`src/rtl/id_hazard_unit_pkg.sv`:
```
// Shared types and constants for the ID-stage hazard unit and its mult/div tracker.
package id_hazard_unit_pkg;

    localparam int unsigned MD_CNT_W = 6;
    localparam logic [4:0]  REG_ZERO = 5'd0;

    typedef enum logic {
        MD_IDLE = 1'b0,
        MD_BUSY = 1'b1
    } md_state_t;

    // True when dst is a real register read by the instruction in ID.
    function automatic logic src_match(
        input logic [4:0] dst,
        input logic [4:0] rs,
        input logic [4:0] rt,
        input logic       uses_rs,
        input logic       uses_rt
    );
        return (dst != REG_ZERO) &&
               ((uses_rs && (rs == dst)) || (uses_rt && (rt == dst)));
    endfunction

endpackage

```
`src/rtl/id_hazard_unit_muldiv_busy_tracker.sv`:
```
// Tracks an in-flight multi-cycle mult/div: accepts an issue, counts down to HI/LO valid.
module muldiv_busy_tracker
    import id_hazard_unit_pkg::*;
#(
    parameter int unsigned MULDIV_CYCLES = 32
) (
    input  logic clk,
    input  logic rst_n,
    input  logic i_start,
    input  logic i_stall,
    input  logic i_cancel,
    output logic o_issue,
    output logic o_busy
);

    localparam logic [MD_CNT_W-1:0] CNT_LOAD = MD_CNT_W'(MULDIV_CYCLES - 1);

    md_state_t             r_state;
    md_state_t             w_state_nxt;
    logic [MD_CNT_W-1:0]   r_cnt;
    logic [MD_CNT_W-1:0]   w_cnt_nxt;

    always_ff @(posedge clk or negedge rst_n) begin
        if (!rst_n) begin
            r_state <= MD_IDLE;
            r_cnt   <= '0;
        end else begin
            r_state <= w_state_nxt;
            r_cnt   <= w_cnt_nxt;
        end
    end

    // Cancel wins over everything, including a simultaneous start.
    always_comb begin
        w_state_nxt = r_state;
        w_cnt_nxt   = r_cnt;
        o_issue     = 1'b0;
        if (i_cancel) begin
            w_state_nxt = MD_IDLE;
            w_cnt_nxt   = '0;
        end else begin
            case (r_state)
                MD_IDLE: begin
                    if (i_start && !i_stall) begin
                        o_issue     = 1'b1;
                        w_state_nxt = MD_BUSY;
                        w_cnt_nxt   = CNT_LOAD;
                    end
                end
                MD_BUSY: begin
                    if (r_cnt == '0) begin
                        w_state_nxt = MD_IDLE;
                    end else begin
                        w_cnt_nxt = r_cnt - MD_CNT_W'(1);
                    end
                end
                default: begin
                    w_state_nxt = MD_IDLE;
                    w_cnt_nxt   = '0;
                end
            endcase
        end
    end

    assign o_busy = (r_state == MD_BUSY);

endmodule

```
`src/rtl/id_hazard_unit.sv`:
```
// ID-stage hazard detection: load-use, branch-in-ID dependences and HI/LO-busy stalls,
// plus the mult/div busy tracker and a saturating stall-cycle counter.
module id_hazard_unit
    import id_hazard_unit_pkg::*;
#(
    parameter int unsigned MULDIV_CYCLES = 32,
    parameter int unsigned PERF_W        = 16
) (
    input  logic              clk,
    input  logic              rst_n,
    input  logic [4:0]        if_id_instr_rs,
    input  logic [4:0]        if_id_instr_rt,
    input  logic              id_uses_rs,
    input  logic              id_uses_rt,
    input  logic              id_is_branch,
    input  logic              id_reads_hilo,
    input  logic              id_muldiv_start,
    input  logic              id_branch_taken,
    input  logic              id_ex_mem_read,
    input  logic              id_ex_reg_write,
    input  logic [4:0]        id_ex_write_reg_addr,
    input  logic              ex_mem_mem_read,
    input  logic [4:0]        ex_mem_write_reg_addr,
    input  logic              muldiv_cancel,
    output logic              pc_write,
    output logic              if_id_write,
    output logic              id_ex_flush,
    output logic              if_id_flush,
    output logic              muldiv_issue,
    output logic              hilo_busy,
    output logic [PERF_W-1:0] stall_count
);

    logic              w_match_ex;
    logic              w_match_mem;
    logic              w_load_use;
    logic              w_br_ex;
    logic              w_br_mem;
    logic              w_hilo_stall;
    logic              w_stall;
    logic              w_busy;
    logic [PERF_W-1:0] r_stall_count;

    assign w_match_ex  = src_match(id_ex_write_reg_addr, if_id_instr_rs, if_id_instr_rt,
                                   id_uses_rs, id_uses_rt);
    assign w_match_mem = src_match(ex_mem_write_reg_addr, if_id_instr_rs, if_id_instr_rt,
                                   id_uses_rs, id_uses_rt);

    assign w_load_use   = id_ex_mem_read && w_match_ex;
    assign w_br_ex      = id_is_branch && id_ex_reg_write && w_match_ex;
    assign w_br_mem     = id_is_branch && ex_mem_mem_read && w_match_mem;
    assign w_hilo_stall = w_busy && (id_reads_hilo || id_muldiv_start);
    assign w_stall      = w_load_use || w_br_ex || w_br_mem || w_hilo_stall;

    assign pc_write    = !w_stall;
    assign if_id_write = !w_stall;
    assign id_ex_flush = w_stall;
    // A stalled branch redirects only once its operands are available.
    assign if_id_flush = id_branch_taken && !w_stall;

    muldiv_busy_tracker #(
        .MULDIV_CYCLES (MULDIV_CYCLES)
    ) u_muldiv_busy_tracker (
        .clk      (clk),
        .rst_n    (rst_n),
        .i_start  (id_muldiv_start),
        .i_stall  (w_stall),
        .i_cancel (muldiv_cancel),
        .o_issue  (muldiv_issue),
        .o_busy   (w_busy)
    );

    assign hilo_busy = w_busy;

    always_ff @(posedge clk or negedge rst_n) begin
        if (!rst_n) begin
            r_stall_count <= '0;
        end else if (w_stall && (r_stall_count != '1)) begin
            r_stall_count <= r_stall_count + PERF_W'(1);
        end
    end

    assign stall_count = r_stall_count;

endmodule

```
`config.mk`:
```
export PLATFORM = sky130hd
export DESIGN_NAME = id_hazard_unit
export DESIGN_NICKNAME = d
export VERILOG_FILES = /design/src/rtl/id_hazard_unit_pkg.sv /design/src/rtl/id_hazard_unit_muldiv_busy_tracker.sv /design/src/rtl/id_hazard_unit.sv
export SDC_FILE = /design/constraint.sdc
export NUM_CORES = 1
export LEC_CHECK = 0
export CAP_MARGIN = 20
export CORE_MARGIN = 2
export CORE_UTILIZATION = 35
export CTS_CLUSTER_DIAMETER = 60
export DETAILED_ROUTE_END_ITERATION = 10
export PLACE_DENSITY = 0.69
export SETUP_SLACK_MARGIN = 0.05
export SLEW_MARGIN = 20
export SYNTH_ARGS = -nofsm -noshare
export SYNTH_HDL_FRONTEND = slang
export SYNTH_SLANG_ARGS = --single-unit
```
`constraint.sdc`:
```
create_clock -name clk -period 2.26 [get_ports clk]
set_input_delay 0.452 -clock clk [delete_from_list [all_inputs] [get_ports clk]]
set_output_delay 0.452 -clock clk [all_outputs]
set_load 0.01 [all_outputs]
```
Yosys cells after proc, flatten, opt, wreduce, memory -nomap -nowiden
Index checks and enable logic that the tools add are counted.

operators by class
  add/sub/neg operators = 2
  eq/ne operators = 7
  multiplexer cells = 10
  bitwise operators = 1
  reductions and logical operators = 26

operators by type and width
  operator                                          number
  equality test 5 bit                               4
  2-to-1 mux 6 bit                                  3
  adder 16 x 1 -> 16 bit, second input constant     1
  != test 16 bit, second input constant             1
  logical AND 1 bit                                 15
  case mux 6 bit (2 select lines)                   1
  nonzero test 5 bit                                2
  zero test 6 bit                                   1
  logical OR 1 bit                                  6
  subtractor 6 x 1 -> 6 bit, second input constant  1
  2-to-1 mux 1 bit                                  5
  != test 3 x 2 -> 1 bit, second input constant     1
  != test 3 bit, second input constant              1
  case mux 1 bit (2 select lines)                   1
  AND reduction 2 bit                               1
  zero test 1 bit                                   1
  inverter 1 bit                                    1

storage, ports and cells
  bits in registers = 23
  input port bits = 32
  output and inout port bits = 22
  word-level logic and storage cells = 49

Depth between registers and ports, before layout
  word-level depth = 13
  mapped depth = 9
  depth with buffers taken out = 7

Hierarchy
A second synthesis with hierarchy kept.

unflattened totals
  cell total of the unflattened synthesis = 156
  area total of the unflattened synthesis = 1,570.3 um^2

by module, submodules not included
  module               times used  cells each  area each (um^2)  seq. area each (um^2)
  id_hazard_unit       1           108         1,094.8           400.4
  muldiv_busy_tracker  1           48          475.5             175.2

Worst setup path after synthesis
Ideal clock, no wire load.

  kind = input to output
  start point = in ex_mem_write_reg_addr[0]
  end point = out muldiv_issue
  arrival = 2,124 ps
  required time = 1,808 ps
  path slack = -316 ps
  stages = 6
  path buffers = 1
  path through = or3_1 -> o311a_4 -> a221oi_4 -> buf_6 -> inv_4 -> nor4b_2

on the way
  longest elaborated chain between the ends = 12
  elaborated cells between the ends (all ways) = 15
  classes of those cells = eq/ne (2); mux (3); reduce/logical (10)

RTL lines
  element                          line                                      RTL
  start, declared                  id_hazard_unit.sv:23                      input logic [4:0] ex_mem_write_reg_addr,
  equality test 5 bit              id_hazard_unit_pkg.sv:21                  ((uses_rs && (rs == dst)) || (uses_rt && (rt == dst)));
  logical AND 1 bit                id_hazard_unit_pkg.sv:21
  logical OR 1 bit                 id_hazard_unit_pkg.sv:21
  logical AND 1 bit *              id_hazard_unit_pkg.sv:20                  return (dst != REG_ZERO) &&
  logical AND 1 bit *              id_hazard_unit.sv:51                      assign w_br_mem = id_is_branch && ex_mem_mem_read && w_match_mem;
  logical OR 1 bit * (2 in a row)  id_hazard_unit.sv:53                      assign w_stall = w_load_use || w_br_ex || w_br_mem || w_hilo_stall;
  zero test 1 bit *                -
  via if_id_write                  id_hazard_unit.sv:26                      output logic if_id_write,
  logical AND 1 bit *              id_hazard_unit_muldiv_busy_tracker.sv:44  if (i_start && !i_stall) begin
  2-to-1 mux 1 bit *               id_hazard_unit_muldiv_busy_tracker.sv:44
  2-to-1 mux 1 bit *               id_hazard_unit_muldiv_busy_tracker.sv:42  case (r_state)
  2-to-1 mux 1 bit *               id_hazard_unit_muldiv_busy_tracker.sv:38  if (i_cancel) begin
  end, declared                    id_hazard_unit.sv:29                      output logic muldiv_issue,

The timed path passes the listed nets; every way through them passes the cells marked *.

Worst setup path after layout
  start point = in id_is_branch
  end point = out muldiv_issue

on the way
  longest elaborated chain between the ends = 10
  elaborated cells between the ends (all ways) = 12
  classes of those cells = mux (3); reduce/logical (9)

RTL lines
  element                          line                                      RTL
  start, declared                  id_hazard_unit.sv:15                      input logic id_is_branch,
  logical AND 1 bit (2 in a row)   id_hazard_unit.sv:50                      assign w_br_ex = id_is_branch && id_ex_reg_write && w_match_ex;
  logical OR 1 bit                 id_hazard_unit.sv:53
  logical OR 1 bit * (2 in a row)  id_hazard_unit.sv:53
  zero test 1 bit *                id_hazard_unit_muldiv_busy_tracker.sv:44
  logical AND 1 bit *              id_hazard_unit_muldiv_busy_tracker.sv:44
  2-to-1 mux 1 bit *               id_hazard_unit_muldiv_busy_tracker.sv:44
  2-to-1 mux 1 bit *               id_hazard_unit_muldiv_busy_tracker.sv:42
  2-to-1 mux 1 bit *               id_hazard_unit_muldiv_busy_tracker.sv:38

Every way passes the cells marked *; elsewhere a longest branch is shown, timed or not.

==> summary.md <==
| Metric | Value |
|---|---|
| Vias | 1416 |
| Maximum vdd drop | between 600 and 700 µV |
| Commonest cells after routing, fill and taps aside | clkdlybuf4s50_1, dfrtp_1, xnor2_1, buf_4 |
| GRT overflow | 0 |
| Vias in the first global route | 1440 |
| Final count of hold timing violations | 0 |
| Hold_sp | stall_count[10]$_DFFE_PN0P_ |
| Avg Vias per Cell | 5.09 |
| MaxCap Viol Count | 0 |
| Final instance area | approximately 2300 µm² |
| DRC viols | 0 |
| CTS Root Cell | clkbuf_8 |
| Final ANT Viol Nets | 0 |
| Hold Worst Slack | between 0.4 and 0.5 ns |
| Iter 0 DRT Violations | 34 |
| TritonCTS clock tree | yes |
| Power per Cell Area | 700 nW/µm² |
| Final min period | between 2 and 2.5 ns |
| Max Freq | 403 MHz |
| Post-Syn Area | 1490 µm² |
| Register area share after synthesis | 38.7% |
| Worst R2R End | stall_count[9]$_DFFE_PN0P_ |
| Fin util | 57.0% |
| Worst EP arrival | 2.03 ns |
| Hold endpoint | stall_count[10]$_DFFE_PN0P_ |
| Worst slew margin | 61.5% |
| Initial Util | 36.6% |
| Commonest non-fill, non-tap cell in the layout | clkdlybuf4s50_1 |
| HPWL Detailed | 2.76 mm |
| CP required | roughly 1.8 ns |
| Failing checks | negative setup slack |
| Area contributors post-synth | dfrtp_1, xnor2_1, xor2_1, nor3_1, and3_1 |
| Syn Nets | 190 |
| I/O pin count | 54 |
| RSZ-0062 raised after global routing | true |
| # diodes | 0 |
| Synth warn | 0 |
| Share of cells above drive strength 1 | 21.5% |
| CP Max Fanout | 2 |
| Die area | 4780 µm² |
| First-pass GRT wire length | 6.38 mm |
| NumNets Final | around 260 |
| Fin. max-slew vios | 0 |
| Synth Flop Type | dfrtp_1 |
| Worst setup EP type | output pin |
| Sw frac | between 30% and 40% |
| Routability congestion estimate | 0.862 |
| Status | complete, but fails checks |
| Synth cell types | 35 |
| Int Pwr | 1.06 mW |
| EDFF count, synth | 0 |
| Sequential share of power | between 30% and 40% |
| Post-DP Area | 2170 µm² |
| R2r worst-path depth | 8 |
| Cts hold-fix bufs | 0 |
| Largest area contributor in the netlist | dfrtp_1 |
| Pleak | between 0.9 and 1 nW |
| Setup ws final | -0.222 ns |
| Total CTS buffers | 3 |
| Clock Latency Late Sink | roughly 0.26 ns |
| Yosys reg bits | 23 |
| Std-Cell Rows | 23 |
| Synth top area share | 38.7% |
| Chip width | 69.2 µm |
| Antenna violations before repair | 0 |
| Combinational Power Share | 45.1% |
| Hold Crit Class | reg2reg |
| Setup Crit Path Kind | in2out |
| Die height | 69.2 µm |
| Clock share of power | 15.5% |
| Ys async rst share | 100% |
| Final Setup Violations | 3 |
| Hold Path Cell Cnt | 1 |
| Worst-path clk slew | 0.08 ns |
| Fillcell total | 364 |
| Syn_area_per_cell | roughly 9.6 µm² |
| Syn Inst Count | 155 |
| 1st-pass router iterations | 4 |
| Crit start category | primary input |
| RR Startpoint | stall_count[0]$_DFFE_PN0P_ |
| R2r setup slk | around 0.27 ns |
| Core area | 4060 µm² |
| Routed wire length | 3.70 mm |
| Sw power | approximately 0.56 mW |
| WL/cell | approximately 13 µm |
| Area Overhead vs Synth | 55.5% |
| Worst Skew | 0.00263 ns |
| Worst-Margin Slew | 0.573 ns |
| GR Util All Layers | 15.8% |
| Place WS | -1.05 ns |
| Final worst path period share | 110% |
| H-tree depth | 1 |
| Clk buf depth | 2 |
| Pin count of the biggest net entering global routing | 24 |
| PortBufs | 53 |
| Clock sink total | 23 |
| Final TNS setup | -0.525 ns |
[synth_stat cells (2+ instances only)]
| cell | n |
|---|---|
| dfrtp_1 | 23 |
| nor3b_1 | 2 |
| nand2_1 | 12 |
| nand3_1 | 3 |
| xor2_1 | 15 |
| nand4_1 | 6 |
| nor4_1 | 3 |
| o22ai_1 | 2 |
| xnor2_1 | 20 |
| and3_1 | 8 |
| a2111oi_0 | 3 |
| nor2b_1 | 2 |
| nor3_1 | 17 |
| ha_1 | 3 |
| nor2_1 | 5 |
| inv_1 | 7 |
| a21oi_1 | 6 |
[final cells by class]
class | count | area [µm²] | share of cell area (%)
Clock buffer | 4 | 45.0 | 1.95
Inverter | 8 | 32.5 | 1.41
Multi-Input combinational cell | 120 | 927 | 40.1
Sequential cell | 23 | 576 | 24.9
Tap cell | 50 | 62.6 | 2.71
Timing Repair Buffer | 73 | 668 | 28.9
[per-layer routing]
metal	up-vias	track usage [%]	wire length, µm
met5	-	0	0
met4	0	3.92	14
met3	2	3.78	275
met2	48	26.5	1740
met1	672	20.6	1660
li1	694	-	-
[what timing repair did]
item | 4_1_cts | 5_1_grt
endpoints found under the setup margin | 27 | 21
setup buffers | 5 | 1
gates resized for setup | 66 | 9
pin swaps | 8 | 2
[worst max-delay path by stage]
stage,cells past startpoint,to,startpoint,slack [ns]
6_report,8,muldiv_issue,id_is_branch,-0.22
5_1_grt,8,muldiv_issue,id_is_branch,-0.30
4_1_cts,8,muldiv_issue,ex_mem_write_reg_addr[0],-0.31
3_5_place_dp,7,muldiv_issue,ex_mem_write_reg_addr[0],-1.05
3_3_place_gp,7,muldiv_issue,ex_mem_write_reg_addr[0],-1.03
2_1_floorplan,6,muldiv_issue,ex_mem_write_reg_addr[0],-0.25
[through the flow]
| step | instances | power (mW) |
|---|---|---|
| after detailed placement | 269 | 1.34 |
| after floorplan | 155 | 0.963 |
| final | 278 | 1.62 |
| after global routing | 278 | 1.74 |
| after CTS | 278 | 1.63 |
| after global placement | 269 | 1.34 |
[worst max-delay path: stages]
cell and delay [ns]:
clkdlybuf4s50_1 0.45, a21oi_2 0.18, a21oi_1 0.10, a221oi_4 0.31, buf_4 0.16, inv_4 0.04, nor4b_4 0.18, buf_2 0.16
[power by group through the flow]
stage | Combinational, mW | Sequential (mW) | Clock [mW]
floorplan | 0.285 | 0.678 | 0
global placement | 0.697 | 0.642 | 0
detailed placement | 0.703 | 0.640 | 0
CTS | 0.727 | 0.637 | 0.262
global route | 0.801 | 0.658 | 0.277
finish | 0.730 | 0.636 | 0.251
[logic make-up after synthesis]
family                     synth area share, %
AOI/OAI and AO/OA                         10.9
xor gates and xnor gates                  20.6
adders and majority gates                 2.53
buffers and inverters                     4.04
DFF                                       38.7
muxes                                    0.758
and+or+nand+nor                           22.5
[state kept, by name, indices dropped and copies added (netlist names)]
signal                        cells
stall_count                      16
u_muldiv_busy_tracker.r_cnt       6
u_muldiv_busy_tracker.o_busy      1
Power figures use the tool's default switching activity.
